File: config.mk
export PLATFORM = sky130hd
export DESIGN_NAME = lcd_nibble_tx
export DESIGN_NICKNAME = d
export VERILOG_FILES = /design/src/rtl/lcd_nibble_tx.sv
export SDC_FILE = /design/constraint.sdc
export NUM_CORES = 1
export LEC_CHECK = 0
export ABC_AREA = 0
export BUFFER_PORTS_ARGS = -buffer_cell sky130_fd_sc_hd__buf_2
export CAP_MARGIN = 20
export CORE_MARGIN = 3
export CORE_UTILIZATION = 51
export CTS_CLUSTER_SIZE = 10
export DETAILED_ROUTE_END_ITERATION = 8
export PLACE_DENSITY = 0.75
export SYNTH_ARGS = -nofsm -noshare
export SYNTH_HDL_FRONTEND = slang
export SYNTH_SLANG_ARGS = --single-unit
export TNS_END_PERCENT = 30
File: constraint.sdc
create_clock -name CLK -period 2.3 [get_ports CLK]
set_input_delay 0 -clock CLK [delete_from_list [all_inputs] [get_ports CLK]]
set_output_delay 0 -clock CLK [all_outputs]
set_load 0.005 [all_outputs]
File: src/rtl/lcd_nibble_tx.sv
// Purpose: drives one {RS, nibble} command onto the 4-bit LCD bus with a timed E strobe, then waits a post-command delay.
// Latency: commandDone rises at edge T_SETUP_CYC+T_PULSE_CYC+T_HOLD_CYC+commandDelay after accept (15+delay at defaults).
// Backpressure: sendCommand is a level request sampled only in IDLE; busy covers the whole transfer plus the guard interval.
//
// Ports:
//   CLK, RST_N    clock and asynchronous active-low reset
//   sendCommand   level request, sampled only while idle
//   command       {RS, D7..D4}, latched on accept
//   commandDelay  post-strobe wait in CLK cycles, latched on accept
//   commandDone   one-cycle completion pulse
//   busy          high in every state except IDLE
//   LCD_D, LCD_E  registered panel bus and enable strobe
module lcd_nibble_tx #(
    parameter int T_SETUP_CYC = 2,
    parameter int T_PULSE_CYC = 12,
    parameter int T_HOLD_CYC  = 1,
    parameter int GUARD_CYC   = 2,
    parameter int DELAY_W     = 21
) (
    input  logic               CLK,
    input  logic               RST_N,
    input  logic               sendCommand,
    input  logic [4:0]         command,
    input  logic [DELAY_W-1:0] commandDelay,
    output logic               commandDone,
    output logic               busy,
    output logic [4:0]         LCD_D,
    output logic               LCD_E
);

    typedef enum logic [2:0] {
        IDLE,
        SETUP,
        PULSE,
        HOLD,
        WAIT,
        DONE,
        GUARD
    } state_t;

    localparam int CNT_W = (DELAY_W > 8) ? DELAY_W : 8;

    // Every timed state lasts N cycles: the counter is loaded with N-1 on
    // entry and the state is left at the edge that sees it at zero.
    // A zero setup still spends one cycle in SETUP so LCD_D is registered
    // one edge before E rises.
    localparam logic [CNT_W-1:0] SETUP_LOAD = (T_SETUP_CYC > 1) ? CNT_W'(T_SETUP_CYC - 1) : '0;
    localparam logic [CNT_W-1:0] PULSE_LOAD = (T_PULSE_CYC > 1) ? CNT_W'(T_PULSE_CYC - 1) : '0;
    localparam logic [CNT_W-1:0] HOLD_LOAD  = (T_HOLD_CYC  > 1) ? CNT_W'(T_HOLD_CYC  - 1) : '0;
    localparam logic [CNT_W-1:0] GUARD_LOAD = (GUARD_CYC   > 1) ? CNT_W'(GUARD_CYC   - 1) : '0;

    state_t             state;
    state_t             stateNext;
    state_t             afterHold;
    state_t             afterPulse;
    logic [CNT_W-1:0]   cnt;
    logic [CNT_W-1:0]   cntNext;
    logic [DELAY_W-1:0] dlyReg;
    logic [CNT_W-1:0]   dlyExt;

    assign dlyExt = CNT_W'(dlyReg);

    always_comb begin
        stateNext  = state;
        cntNext    = (cnt != '0) ? cnt - CNT_W'(1) : cnt;
        // Zero-length HOLD / WAIT phases are skipped entirely.
        afterHold  = (dlyReg != '0) ? WAIT : DONE;
        afterPulse = (T_HOLD_CYC > 0) ? HOLD : afterHold;

        case (state)
            IDLE:    if (sendCommand) stateNext = SETUP;
            SETUP:   if (cnt == '0) stateNext = PULSE;
            PULSE:   if (cnt == '0) stateNext = afterPulse;
            HOLD:    if (cnt == '0) stateNext = afterHold;
            WAIT:    if (cnt == '0) stateNext = DONE;
            DONE:    stateNext = (GUARD_CYC > 0) ? GUARD : IDLE;
            GUARD:   if (cnt == '0) stateNext = IDLE;
            default: stateNext = IDLE;
        endcase

        // Reload on state entry; the down-counter never wraps because it
        // only decrements while nonzero.
        if (stateNext != state) begin
            case (stateNext)
                SETUP:   cntNext = SETUP_LOAD;
                PULSE:   cntNext = PULSE_LOAD;
                HOLD:    cntNext = HOLD_LOAD;
                WAIT:    cntNext = dlyExt - CNT_W'(1);
                GUARD:   cntNext = GUARD_LOAD;
                default: cntNext = '0;
            endcase
        end
    end

    always_ff @(posedge CLK or negedge RST_N) begin
        if (!RST_N) begin
            state <= IDLE;
            cnt   <= '0;
        end else begin
            state <= stateNext;
            cnt   <= cntNext;
        end
    end

    // Outputs are decoded from the next state so they are flops aligned
    // with the state they belong to.
    always_ff @(posedge CLK or negedge RST_N) begin
        if (!RST_N) begin
            LCD_D       <= '0;
            LCD_E       <= 1'b0;
            commandDone <= 1'b0;
            busy        <= 1'b0;
            dlyReg      <= '0;
        end else begin
            LCD_E       <= (stateNext == PULSE);
            commandDone <= (stateNext == DONE);
            busy        <= (stateNext != IDLE);
            // LCD_D doubles as the latched command; it only moves on accept.
            if (state == IDLE && sendCommand) begin
                LCD_D  <= command;
                dlyReg <= commandDelay;
            end
        end
    end

endmodule

==> run metrics, run 1 <==
prevailing post-synth register cell sky130_fd_sc_hd__dfrtp_1; part of the total power dissipated in the clock network a little under two fifths; status finished clean; final standard cell count with taps included and fillers excluded 450; # DRC 0; proportion of register bits with asynchronous set or reset after synthesis 100%; sum of net half-perimeters after detailed placement around 4800 um; proportion of synthesized chip area in sequential cells 44.2%; type of the most critical hold path in -> reg; f_max 0.456 GHz; Synth Instances 304; required arrival time at the worst endpoint around 2.5 ns; Net count, final around 400; Setup Total Neg Slack 0 ns; via count ~2.6k; total nets after synthesis between 300 and 400; count of pins over their slew limit 0; category of the most critical setup path reg -> reg; Horiz. Die Dim a little over 80 um; number of global-route vias before repair 2536; Final Wtd Congestion about 0.83; initial core utilization 53.5%; Setup Viol. Count Final 0; number of synthesis warnings 0; slew at the pin closest to its max-slew limit around 0.67 ns; Root Buffer sky130_fd_sc_hd__clkbuf_8; largest fanout on the critical path 5; clock skew between 0.006 and 0.007 ns; post-synthesis instance area roughly 3000 um2; CTS tree done; Reg power frac roughly 56%; number of port buffers 36; Rows 27; launching element type of the critical path flop; post-route clock period utilization between 90 and 100%; average cell area after synthesis about 10 um2; wire length after detailed routing 7230 um; clock insertion delay at the later pin of the skew report 0.31 ns; via density per instance 5.80; net switching power roughly 0.35 mW; reported max-cap violation count 0; placeable core region about 5600 um2; router iterations before antenna repair 4; area grow syn2layout 25.6%; share of cells above drive strength 1 25.4%; Final Hold Viols 0; internal power ~1.4 mW; clock transition at the registers of the reported paths 0.09 ns; distinct cell type count after synthesis 46; Clock Sinks 53; vertical die dimension around 83 um; utilization after layout about two thirds; initial DRC count between 150 and 200; RSZ-0062 raised after global routing false; post-detailed-route count of antenna-violating nets 0; number of top-level pins 37; Final min period between 2 and 2.5 ns; setup repair bufs after CTS 0; area of the die around 6800 um2; WHS 0.190 ns; GRT Total Usage between 20 and 25%; largest net degree at the start of global routing 54; maximum clock insertion buffer count 2; Post-synth EDFFs 0; GRT Residual Overflow 0; switching part of the total approximately a fifth; drt wl/cell ~16 um; critical path endpoint category flop; FF+latch count, synth 53; total CTS buffers 5; number of antenna diodes 0; endpoint arrival time on the critical path 2.39 ns; Combinational Power Share 6.2%; Relative slew margins around 55%; maximum ir drop on the vdd rail 306 uV; number of H-tree levels 2; Cells after DPL around 420; first-pass GRT wire length between 10000 and 15000 um; P_leak between 1.5 and 2 nW; antenna violations before repair 0; P per Cell Area around 450 nW/um2
-- Yosys cell counts, types with 2 or more instances --
| library cell | n | area share, % |
|---|---|---|
| sky130_fd_sc_hd__dfrtp_1 | 53 | 44 |
| sky130_fd_sc_hd__nor2_1 | 37 | 4.6 |
| sky130_fd_sc_hd__nand2_1 | 29 | 3.6 |
| sky130_fd_sc_hd__mux2_2 | 24 | 9.0 |
| sky130_fd_sc_hd__xor2_1 | 20 | 5.8 |
| sky130_fd_sc_hd__a22oi_1 | 18 | 4.5 |
| sky130_fd_sc_hd__o21ai_0 | 16 | 2.7 |
| sky130_fd_sc_hd__xnor2_1 | 11 | 3.2 |
| sky130_fd_sc_hd__nor4_1 | 9 | 1.9 |
| sky130_fd_sc_hd__inv_1 | 7 | 0.88 |
| sky130_fd_sc_hd__nand3_1 | 7 | 1.2 |
| sky130_fd_sc_hd__nor3_1 | 7 | 1.2 |
| sky130_fd_sc_hd__clkbuf_1 | 6 | 0.75 |
| sky130_fd_sc_hd__a21oi_1 | 4 | 0.67 |
| sky130_fd_sc_hd__buf_2 | 4 | 0.67 |
| sky130_fd_sc_hd__o31ai_1 | 4 | 1.0 |
| sky130_fd_sc_hd__or3_1 | 4 | 0.83 |
| sky130_fd_sc_hd__or4_1 | 4 | 1.0 |
| sky130_fd_sc_hd__ha_1 | 3 | 1.3 |
| sky130_fd_sc_hd__nor3b_1 | 3 | 0.75 |
| sky130_fd_sc_hd__o21a_1 | 3 | 0.75 |
| sky130_fd_sc_hd__o41ai_1 | 3 | 0.88 |
| sky130_fd_sc_hd__a31oi_1 | 2 | 0.42 |
| sky130_fd_sc_hd__and3_1 | 2 | 0.42 |
| sky130_fd_sc_hd__nand2b_1 | 2 | 0.42 |
| sky130_fd_sc_hd__nor4_4 | 2 | 1.4 |
-- routing by layer --
layer	vias up	routed length [um]	GRT usage [%]	share of wire (%)
met1	1279	3090	29.7	43
met3	16	292	4.56	4.0
met5	-	0	0	0
li1	1242	-	-	-
met4	0	177	7.68	2.4
met2	73	3660	37.8	51
-- registers in the layout, summed over array words and instances, names as in the netlist --
register     flops
LCD_D            5
LCD_E            1
busy             1
cnt             21
commandDone      1
dlyExt          21
state            3
-- cell usage in the layout (no fill, tap or decap), drive strengths merged, types with 2 or more instances in the layout --
master | netlist | final
nor2 | 37 | 37
a22oi | 18 | 18
ha | 3 | 3
or3 | 4 | 4
dfrtp | 53 | 53
nor3b | 4 | 4
nor3 | 7 | 7
nand3 | 8 | 8
nor4 | 12 | 12
dlygate4sd3 | 0 | 27
o41ai | 3 | 3
nand2 | 30 | 30
or4 | 4 | 4
xnor2 | 11 | 11
inv | 7 | 7
xor2 | 20 | 20
buf | 7 | 52
o31ai | 4 | 4
a31oi | 2 | 2
a21oi | 5 | 5
clkbuf | 6 | 7
and3 | 3 | 3
mux2 | 25 | 25
o21ai | 16 | 16
o21a | 3 | 3
nand2b | 2 | 2
-- path summary, 6_finish.rpt --
check | start | cells past startpoint | slack (ns) | to
hold reg to reg | LCD_D[0]$_DFFE_PN0P_ | 1 | 0.51 | LCD_D[0]$_DFFE_PN0P_
setup / recovery | cnt[11]$_DFFE_PN0P_ | 7 | 0.11 | cnt[3]$_DFFE_PN0P_
max in group asynchronous | RST_N | 3 | 1.51 | cnt[20]$_DFFE_PN0P_
hold / removal | sendCommand | 3 | 0.19 | busy$_DFF_PN0_
min in group asynchronous | RST_N | 3 | 0.32 | busy$_DFF_PN0_
setup reg to reg | cnt[11]$_DFFE_PN0P_ | 7 | 0.11 | cnt[3]$_DFFE_PN0P_
-- kinds of logic (layout without fill, tap and decap cells) --
| family | count (synthesis) | after routing | share of synthesized area (%) |
|---|---|---|---|
| AO/OA/AOI/OAI | 55 | 55 | 12.3 |
| adder cells (fa/ha/maj) | 3 | 3 | 1.25 |
| AND/OR/NAND/NOR | 117 | 117 | 20.7 |
| buffers and inverters | 20 | 94 | 3.04 |
| flip-flops | 53 | 53 | 44.2 |
| XOR/XNOR | 31 | 31 | 9.05 |
| multiplexers | 25 | 25 | 9.50 |
-- final cells by class --
type                       count  area, um2
inverter                       7       26.3
multi-input combinational    231       1600
tap                           72       90.1
fill                         448       1840
clock buffer                   7       86.3
clock inverter                 1       30.0
sequential                    53       1330
timing repair buffer          79        608
-- power by group through the flow --
stage          Sequential, mW  Combinational (mW)  Clock, mW
2_1_floorplan           0.969              0.0217          0
3_3_place_gp            0.971              0.0668          0
3_5_place_dp            0.971              0.0691          0
4_1_cts                 0.953               0.105      0.664
5_1_grt                 0.955               0.117      0.690
6_report                0.953               0.105      0.653
-- worst max-delay path, stage by stage (launching register included) --
cell and delay, ns:
sky130_fd_sc_hd__dfrtp_1 0.44, sky130_fd_sc_hd__nor4_1 0.48, sky130_fd_sc_hd__and2_2 0.25, sky130_fd_sc_hd__and3_1 0.25, sky130_fd_sc_hd__buf_4 0.18, sky130_fd_sc_hd__mux2_4 0.31, sky130_fd_sc_hd__nand2_1 0.09, sky130_fd_sc_hd__o31ai_1 0.08
-- what timing repair did --
item	4_1_cts	5_1_grt
hold buffers	27	0
endpoints found under the setup margin	0	18
gates resized for setup	0	5
hold endpoints to repair	79	0
-- through the flow --
stage / area [um2] / setup WS (ns) / power, mW
after global placement: 3360 / 0.161 / 1.04
after detailed placement: 3360 / 0.137 / 1.04
after floorplan: 3000 / 0.237 / 0.991
final: 3770 / 0.107 / 1.71
after global routing: 3770 / 0.0112 / 1.76
after CTS: 3750 / 0.116 / 1.72
Power figures use the tool's default switching activity.
==> inputs of run 2 (changes only) <==
--- a/config.mk
+++ b/config.mk
@@ -13,6 +13,7 @@
 export CTS_CLUSTER_SIZE = 10
 export DETAILED_ROUTE_END_ITERATION = 8
 export PLACE_DENSITY = 0.75
+export REMOVE_ABC_BUFFERS = 1
 export SYNTH_ARGS = -nofsm -noshare
 export SYNTH_HDL_FRONTEND = slang
 export SYNTH_SLANG_ARGS = --single-unit
==> run metrics, run 2 (same netlist as run 1, synthesis figures left out) <==
critical path endpoint category flop (unchanged); GRT Total Usage 24.1% (was 22.8%); router iterations before antenna repair 5 (was 4); f_max 0.456 GHz (about the same); endpoint arrival time on the critical path 2.39 ns (about the same); placeable core region 5610 um2 (unchanged); Relative slew margins 55.9% (was 55.4%); part of the total power dissipated in the clock network 33.4% (was 38.2%); most common cell after layout, fill and taps aside sky130_fd_sc_hd__dfrtp_1 (unchanged); initial core utilization 53.5% (unchanged); net switching power 0.348 mW (was 0.352 mW); count of pins over their slew limit 0 (unchanged); via density per instance 5.77 (was 5.80); gate family responsible for the most delay along the worst path simple AND/OR/NAND/NOR gates (unchanged); first-pass GRT wire length 12400 um (was 11900 um); Area after DPL 3350 um2 (was 3360 um2); number of antenna diodes 0 (unchanged); clock skew 0.00892 ns (was 0.00642 ns); number of global-route vias before repair 2656 (was 2536); Tot Pwr 1.59 mW (was 1.71 mW); Cells after DPL 416 (was 415); via count 2596 (was 2610); Filler Cell Count 446 (was 448); type of the most critical hold path in -> reg (unchanged); CTS tree done (unchanged); Reg power frac 59.9% (was 55.7%); P per Cell Area 426 nW/um2 (was 454 nW/um2); reported max-cap violation count 0 (unchanged); initial DRC count 257 (was 168); least setup slack across all paths after layout 0.105 ns (was 0.107 ns); maximum ir drop on the vdd rail 325 uV (was 306 uV); maximum clock insertion buffer count 2 (unchanged); largest net degree at the start of global routing 54 (unchanged); GRT Residual Overflow 0 (unchanged); clock insertion delay at the later pin of the skew report 0.30 ns (was 0.31 ns); cell depth of the worst flop-to-flop path 6 (was 7); clock transition at the registers of the reported paths 0.09 ns (about the same); WHS 0.213 ns (was 0.190 ns); launching element type of the critical path flop (unchanged); Setup Slack @ Placement 0.106 ns (was 0.137 ns); required arrival time at the worst endpoint 2.50 ns (was 2.49 ns); share of cells above drive strength 1 25.9% (was 25.4%); post-route standard cell area excluding fillers 3740 um2 (was 3770 um2); min-delay src sendCommand (unchanged); number of top-level pins 37 (unchanged); # DRC 0 (unchanged); slack of the worst reg-to-reg path 0.10 ns (was 0.11 ns); critical-path cell list or4_1 > nand4b_1 > or3_1 > a21o_1 > nand2_1 > o31ai_2 (was nor4_1 > and2_2 > and3_1 > buf_4 > mux2_4 > nand2_1 > o31ai_1); number of port buffers 36 (unchanged); P_leak 1.78 nW (was 1.80 nW); status finished clean (unchanged); largest fanout on the critical path 5 (unchanged); Final Wtd Congestion 0.951 (was 0.832); antenna violations before repair 0 (unchanged); drt wl/cell 16.4 um (was 16.1 um); internal power 1.24 mW (was 1.36 mW); Final Hold Viols 0 (unchanged); Crit. Startpoint dlyExt[11]$_DFFE_PN0P_ (was cnt[11]$_DFFE_PN0P_); commonest cells after routing, fill and taps aside 53 x sky130_fd_sc_hd__dfrtp_1, 36 x sky130_fd_sc_hd__nor2_1, 36 x sky130_fd_sc_hd__buf_2, 29 x sky130_fd_sc_hd__nand2_1, 27 x sky130_fd_sc_hd__dlygate4sd3_1 (unchanged); Setup Viol. Count Final 0 (unchanged); vertical die dimension 82.7 um (unchanged); Rows 27 (unchanged); Final min period 2.20 ns (was 2.19 ns); Root Buffer sky130_fd_sc_hd__clkbuf_8 (unchanged); worst stage delay on the critical path 0.60 ns (was 0.48 ns); total CTS buffers 5 (unchanged); number of H-tree levels 2 (unchanged); final standard cell count with taps included and fillers excluded 450 (unchanged); Net count, final 410 (was 409); sum of net half-perimeters after detailed placement 4730 um (was 4840 um); post-route clock period utilization 95.4% (was 95.3%); Combinational Power Share 6.7% (was 6.2%); switching part of the total 21.9% (was 20.6%); Crit-path slowest cell sky130_fd_sc_hd__or4_1 (was sky130_fd_sc_hd__nor4_1); RSZ-0062 raised after global routing false (unchanged); wire length after detailed routing 7370 um (was 7230 um); area of the die 6840 um2 (unchanged); Horiz. Die Dim 82.7 um (unchanged); post-detailed-route count of antenna-violating nets 0 (unchanged); number of cells on the worst hold path 3 (unchanged); Clock Sinks 53 (unchanged); WP buf/inv 0 (was 1); setup repair bufs after CTS 0 (unchanged); slew at the pin closest to its max-slew limit 0.662 ns (was 0.669 ns); category of the most critical setup path reg -> reg (unchanged); area grow syn2layout 24.6% (was 25.6%); r2r startpoint dlyExt[11]$_DFFE_PN0P_ (was cnt[11]$_DFFE_PN0P_); CP Depth 6 (was 7)
run 2: cell types whose count changed in the layout (fill, tap and decap cells not counted), sizes merged:
cell,delta
buf,+1
bufinv,-1
run 2: worst register-to-register path, stage by stage (launching register included):
cell                       delay, ns
sky130_fd_sc_hd__dfrtp_1        0.43
sky130_fd_sc_hd__or4_1          0.60
sky130_fd_sc_hd__nand4b_1       0.24
sky130_fd_sc_hd__or3_1          0.39
sky130_fd_sc_hd__a21o_1         0.23
sky130_fd_sc_hd__nand2_1        0.12
sky130_fd_sc_hd__o31ai_2        0.08
run 2: metrics by stage:
stage,setup TNS [ns],utilization [%]
5_1_grt,0,66.7
6_report,0,66.7
4_1_cts,0,66.0
3_5_place_dp,0,59.7
3_3_place_gp,0,59.7
2_1_floorplan,-12.65,-
run 2: area by class of cell:
class / instances / area, um2 / area share (%)
sequential: 53 / 1330 / 35.5
multi-input combinational: 231 / 1620 / 43.2
clock buffer: 7 / 86.3 / 2.31
inverter: 7 / 26.3 / 0.703
tap: 72 / 90.1 / 2.41
timing repair buffer: 80 / 594 / 15.9
run 2: power groups by stage:
stage	Combinational (mW)	Sequential, mW	Clock (mW)
2_1_floorplan	0.0217	0.969	0
3_3_place_gp	0.0664	0.970	0
6_report	0.106	0.954	0.532
3_5_place_dp	0.0684	0.971	0
5_1_grt	0.120	0.956	0.575
4_1_cts	0.103	0.953	0.545
run 2: path summary, 6_finish.rpt:
check,endpoint
worst min-delay path,busy$_DFF_PN0_
min in group asynchronous,cnt[0]$_DFFE_PN0P_
worst max-delay path,cnt[3]$_DFFE_PN0P_
worst max register to register,cnt[3]$_DFFE_PN0P_
max in group asynchronous,dlyExt[10]$_DFFE_PN0P_
worst min register to register,LCD_D[3]$_DFFE_PN0P_
run 2: metal layers:
layer	vias up	wire length (um)	part of all wire, %	global-route usage (%)
li1	1236	-	-	-
met3	18	381	5.2	4.12
met4	0	169	2.3	8.66
met2	111	3680	50	40.9
met5	-	0	0	0
met1	1231	3130	42	30.9
run 2: timing repair:
| item | in CTS | in global routing |
|---|---|---|
| endpoints found under the hold margin | 79 | 0 |
| resized for setup | 0 | 8 |
| endpoints found under the setup margin | 0 | 21 |
| hold buffers | 27 | 0 |
==> inputs of run 3 (changes only) <==
--- a/config.mk
+++ b/config.mk
@@ -5,7 +5,7 @@
 export SDC_FILE = /design/constraint.sdc
 export NUM_CORES = 1
 export LEC_CHECK = 0
-export ABC_AREA = 0
+export ABC_AREA = 1
 export BUFFER_PORTS_ARGS = -buffer_cell sky130_fd_sc_hd__buf_2
 export CAP_MARGIN = 20
 export CORE_MARGIN = 3
==> run metrics, run 3 <==
initial core utilization 54.4% (was 53.5%); post-synthesis instance area 3340 um2 (was 3000 um2); Net count, final 496 (was 410); first-pass GRT wire length 14000 um (was 12400 um); launching element type of the critical path flop (unchanged); number of H-tree levels 2 (unchanged); Final Wtd Congestion 0.909 (was 0.951); average cell area after synthesis 8.71 um2 (was 9.87 um2); initial DRC count 232 (was 257); router iterations before antenna repair 4 (was 5); Root Buffer sky130_fd_sc_hd__clkbuf_8 (unchanged); endpoint arrival time on the critical path 2.43 ns (was 2.39 ns); drt wl/cell 15.5 um (was 16.4 um); largest fanout on the critical path 5 (unchanged); Setup Viol. Count Final 0 (unchanged); f_max 0.457 GHz (was 0.456 GHz); required arrival time at the worst endpoint 2.55 ns (was 2.50 ns); Filler Cell Count 439 (was 446); prevailing post-synth register cell sky130_fd_sc_hd__dfrtp_1 (unchanged); RSZ-0062 raised after global routing true (was false); routed wl met3 266 um (was 381 um); largest net degree at the start of global routing 37 (was 54); clock transition at the registers of the reported paths 0.10 ns (was 0.09 ns); maximum ir drop on the vdd rail 381 uV (was 325 uV); category of the most critical setup path reg -> reg (unchanged); number of port buffers 36 (unchanged); distinct cell type count after synthesis 33 (was 46); slew at the pin closest to its max-slew limit 0.454 ns (was 0.662 ns); CTS tree done (unchanged); Final min period 2.19 ns (was 2.20 ns); routed wl met2 4360 um (was 3680 um); proportion of register bits with asynchronous set or reset after synthesis 100% (unchanged); final standard cell count with taps included and fillers excluded 540 (was 450); count of pins over their slew limit 0 (unchanged); number of antenna diodes 0 (unchanged); highest routed layer met4 (unchanged); GRT Total Usage 23.6% (was 24.1%); reported max-cap violation count 0 (unchanged); critical path endpoint category flop (unchanged); status finished clean (unchanged); commonest cells after routing, fill and taps aside 58 x sky130_fd_sc_hd__nand2_1, 53 x sky130_fd_sc_hd__dfrtp_1, 48 x sky130_fd_sc_hd__nor2_1, 36 x sky130_fd_sc_hd__buf_2, 34 x sky130_fd_sc_hd__inv_1 (was 53 x sky130_fd_sc_hd__dfrtp_1, 36 x sky130_fd_sc_hd__nor2_1, 36 x sky130_fd_sc_hd__buf_2, 29 x sky130_fd_sc_hd__nand2_1, 27 x sky130_fd_sc_hd__dlygate4sd3_1); Rows 28 (was 27); number of top-level pins 37 (unchanged); most common cell after layout, fill and taps aside sky130_fd_sc_hd__nand2_1 (was sky130_fd_sc_hd__dfrtp_1); share of cells above drive strength 1 29.9% (was 25.9%); via density per instance 5.32 (was 5.77); biggest area contributors in the synthesized netlist sky130_fd_sc_hd__dfrtp_1 40%, sky130_fd_sc_hd__nand2_1 6.6%, sky130_fd_sc_hd__xor2_1 6.6% (was sky130_fd_sc_hd__dfrtp_1 44%, sky130_fd_sc_hd__mux2_2 9.0%, sky130_fd_sc_hd__xor2_1 5.8%); Setup Total Neg Slack 0 ns (unchanged); post-route clock period utilization 95.1% (was 95.4%); number of global-route vias before repair 3017 (was 2656); clock skew 0.00723 ns (was 0.00892 ns); Area after DPL 3590 um2 (was 3350 um2); wire length after detailed routing 8380 um (was 7370 um); top cell type by total area after synthesis sky130_fd_sc_hd__dfrtp_1 (unchanged); most numerous cell in the Yosys netlist sky130_fd_sc_hd__nand2_1 (was sky130_fd_sc_hd__dfrtp_1); post-detailed-route count of antenna-violating nets 0 (unchanged); P_leak 2.11 nW (was 1.78 nW); Relative slew margins 69.7% (was 55.9%); Horiz. Die Dim 86.9 um (was 82.7 um); placeable core region 6130 um2 (was 5610 um2); Synth Instances 383 (was 304); clock insertion delay at the later pin of the skew report 0.31 ns (was 0.30 ns); FF+latch count, synth 53 (unchanged); Clock Sinks 53 (unchanged); least setup slack across all paths after layout 0.113 ns (was 0.105 ns); Post-synth EDFFs 0 (unchanged); P per Cell Area 400 nW/um2 (was 426 nW/um2); WHS 0.159 ns (was 0.213 ns); sum of net half-perimeters after detailed placement 5230 um (was 4730 um); type of the most critical hold path in -> async (was in -> reg); proportion of netlist area held by the largest area contributor 39.8% (was 44.2%); total CTS buffers 5 (unchanged); area grow syn2layout 25.2% (was 24.6%); maximum clock insertion buffer count 2 (unchanged); via count 2872 (was 2596); post-route met1 wirelength 3610 um (was 3130 um); Cells after DPL 492 (was 416); Setup Slack @ Placement -0.0455 ns (was 0.106 ns); GRT Residual Overflow 0 (unchanged); vertical die dimension 86.9 um (was 82.7 um); area of the die 7550 um2 (was 6840 um2); number of synthesis warnings 0 (unchanged); # DRC 0 (unchanged); post-route standard cell area excluding fillers 4180 um2 (was 3740 um2); ranking of synthesized cells by instance count 59 x sky130_fd_sc_hd__nand2_1, 53 x sky130_fd_sc_hd__dfrtp_1, 50 x sky130_fd_sc_hd__nor2_1 (was 53 x sky130_fd_sc_hd__dfrtp_1, 37 x sky130_fd_sc_hd__nor2_1, 29 x sky130_fd_sc_hd__nand2_1); antenna violations before repair 0 (unchanged); Final Hold Viols 0 (unchanged); proportion of synthesized chip area in sequential cells 39.8% (was 44.2%)
==> run 3: cell types whose count changed in the layout (fill, tap and decap cells not counted), sizes merged, moves of 5 or more <==
| cell | before | now |
|---|---|---|
| nor2 | 37 | 61 |
| nor4 | 12 | 0 |
| xor2 | 20 | 25 |
| nand2 | 30 | 65 |
| o21ai | 16 | 6 |
| a22oi | 18 | 0 |
| nor3 | 7 | 13 |
| nand4 | 1 | 10 |
| a21oi | 5 | 32 |
| nand3 | 8 | 37 |
| mux2 | 25 | 16 |
| inv | 7 | 38 |
==> run 3: what timing repair did <==
| item | 4_1_cts | 5_1_grt |
|---|---|---|
| setup buffers | 4 | 9 |
| hold endpoints to repair | 43 | 0 |
| endpoints found under the setup margin | 18 | 21 |
| hold buffers | 27 | 0 |
| cloned | 0 | 0 |
| pin swaps | 3 | 5 |
| resized for setup | 1 | 13 |
==> run 3: cell type report <==
type | instances | area, um2 | share of cell area [%]
Clock buffer | 7 | 86.3 | 2.07
Tap cell | 75 | 93.8 | 2.25
Sequential cell | 53 | 1330 | 31.8
Timing Repair Buffer | 83 | 663 | 15.9
Clock inverter | 1 | 30.0 | 0.719
Inverter | 39 | 151 | 3.63
Multi-Input combinational cell | 282 | 1820 | 43.7
==> run 3: worst max-delay path, cell delays in order, from the launching register on <==
cell	delay, ns
sky130_fd_sc_hd__dfrtp_1	0.44
sky130_fd_sc_hd__nor2_2	0.15
sky130_fd_sc_hd__nand2_2	0.10
sky130_fd_sc_hd__nor2_4	0.21
sky130_fd_sc_hd__nand2_2	0.11
sky130_fd_sc_hd__nor2_4	0.11
sky130_fd_sc_hd__nand2_1	0.06
sky130_fd_sc_hd__nand2_1	0.07
sky130_fd_sc_hd__nand2_2	0.09
sky130_fd_sc_hd__nor2_4	0.19
sky130_fd_sc_hd__buf_4	0.16
sky130_fd_sc_hd__nand3_1	0.16
sky130_fd_sc_hd__nand3_1	0.16
sky130_fd_sc_hd__nand2_1	0.06
sky130_fd_sc_hd__nand2_1	0.06
==> run 3: through the flow <==
step           power, mW  util (%)
4_1_cts             1.68      66.2
5_1_grt             1.72      68.1
6_report            1.67      68.1
2_1_floorplan      0.950         -
3_5_place_dp       0.992      58.6
3_3_place_gp       0.991      58.6
==> run 3: where the power goes <==
group | internal, mW | switching [mW]
Clock | 0.355 | 0.304
Sequential | 0.931 | 0
Combinational | 0.0478 | 0.0336
Total | 1.33 | 0.337
==> run 3: logic make-up (layout without fill, tap and decap cells) <==
group | count (synthesis) | count (layout) | share of synthesized area, %
DFF | 53 | 53 | 39.8
AOI/OAI and AO/OA | 41 | 41 | 8.06
muxes | 16 | 16 | 5.40
xor gates and xnor gates | 33 | 33 | 8.66
buffers and inverters | 48 | 130 | 6.94
adders and majority gates | 3 | 3 | 1.13
and+or+nand+nor | 189 | 189 | 30.0
==> run 3: worst paths after layout <==
kind	end	cells past startpoint	startpoint	slack, ns
max in group asynchronous	LCD_D[2]$_DFFE_PN0P_	3	RST_N	1.32
hold reg to reg	LCD_D[0]$_DFFE_PN0P_	1	LCD_D[0]$_DFFE_PN0P_	0.52
min in group CLK	state[0]$_DFF_PN0_	5	sendCommand	0.25
setup reg to reg	cnt[1]$_DFFE_PN0P_	14	cnt[8]$_DFFE_PN0P_	0.11
setup / recovery	cnt[1]$_DFFE_PN0P_	14	cnt[8]$_DFFE_PN0P_	0.11
hold / removal	cnt[12]$_DFFE_PN0P_	2	RST_N	0.16
==> run 3: routing by layer <==
layer	GRT usage, %	vias up
met5	0	-
met3	3.88	17
met2	43.1	67
met1	28.5	1381
met4	6.52	0
li1	-	1407
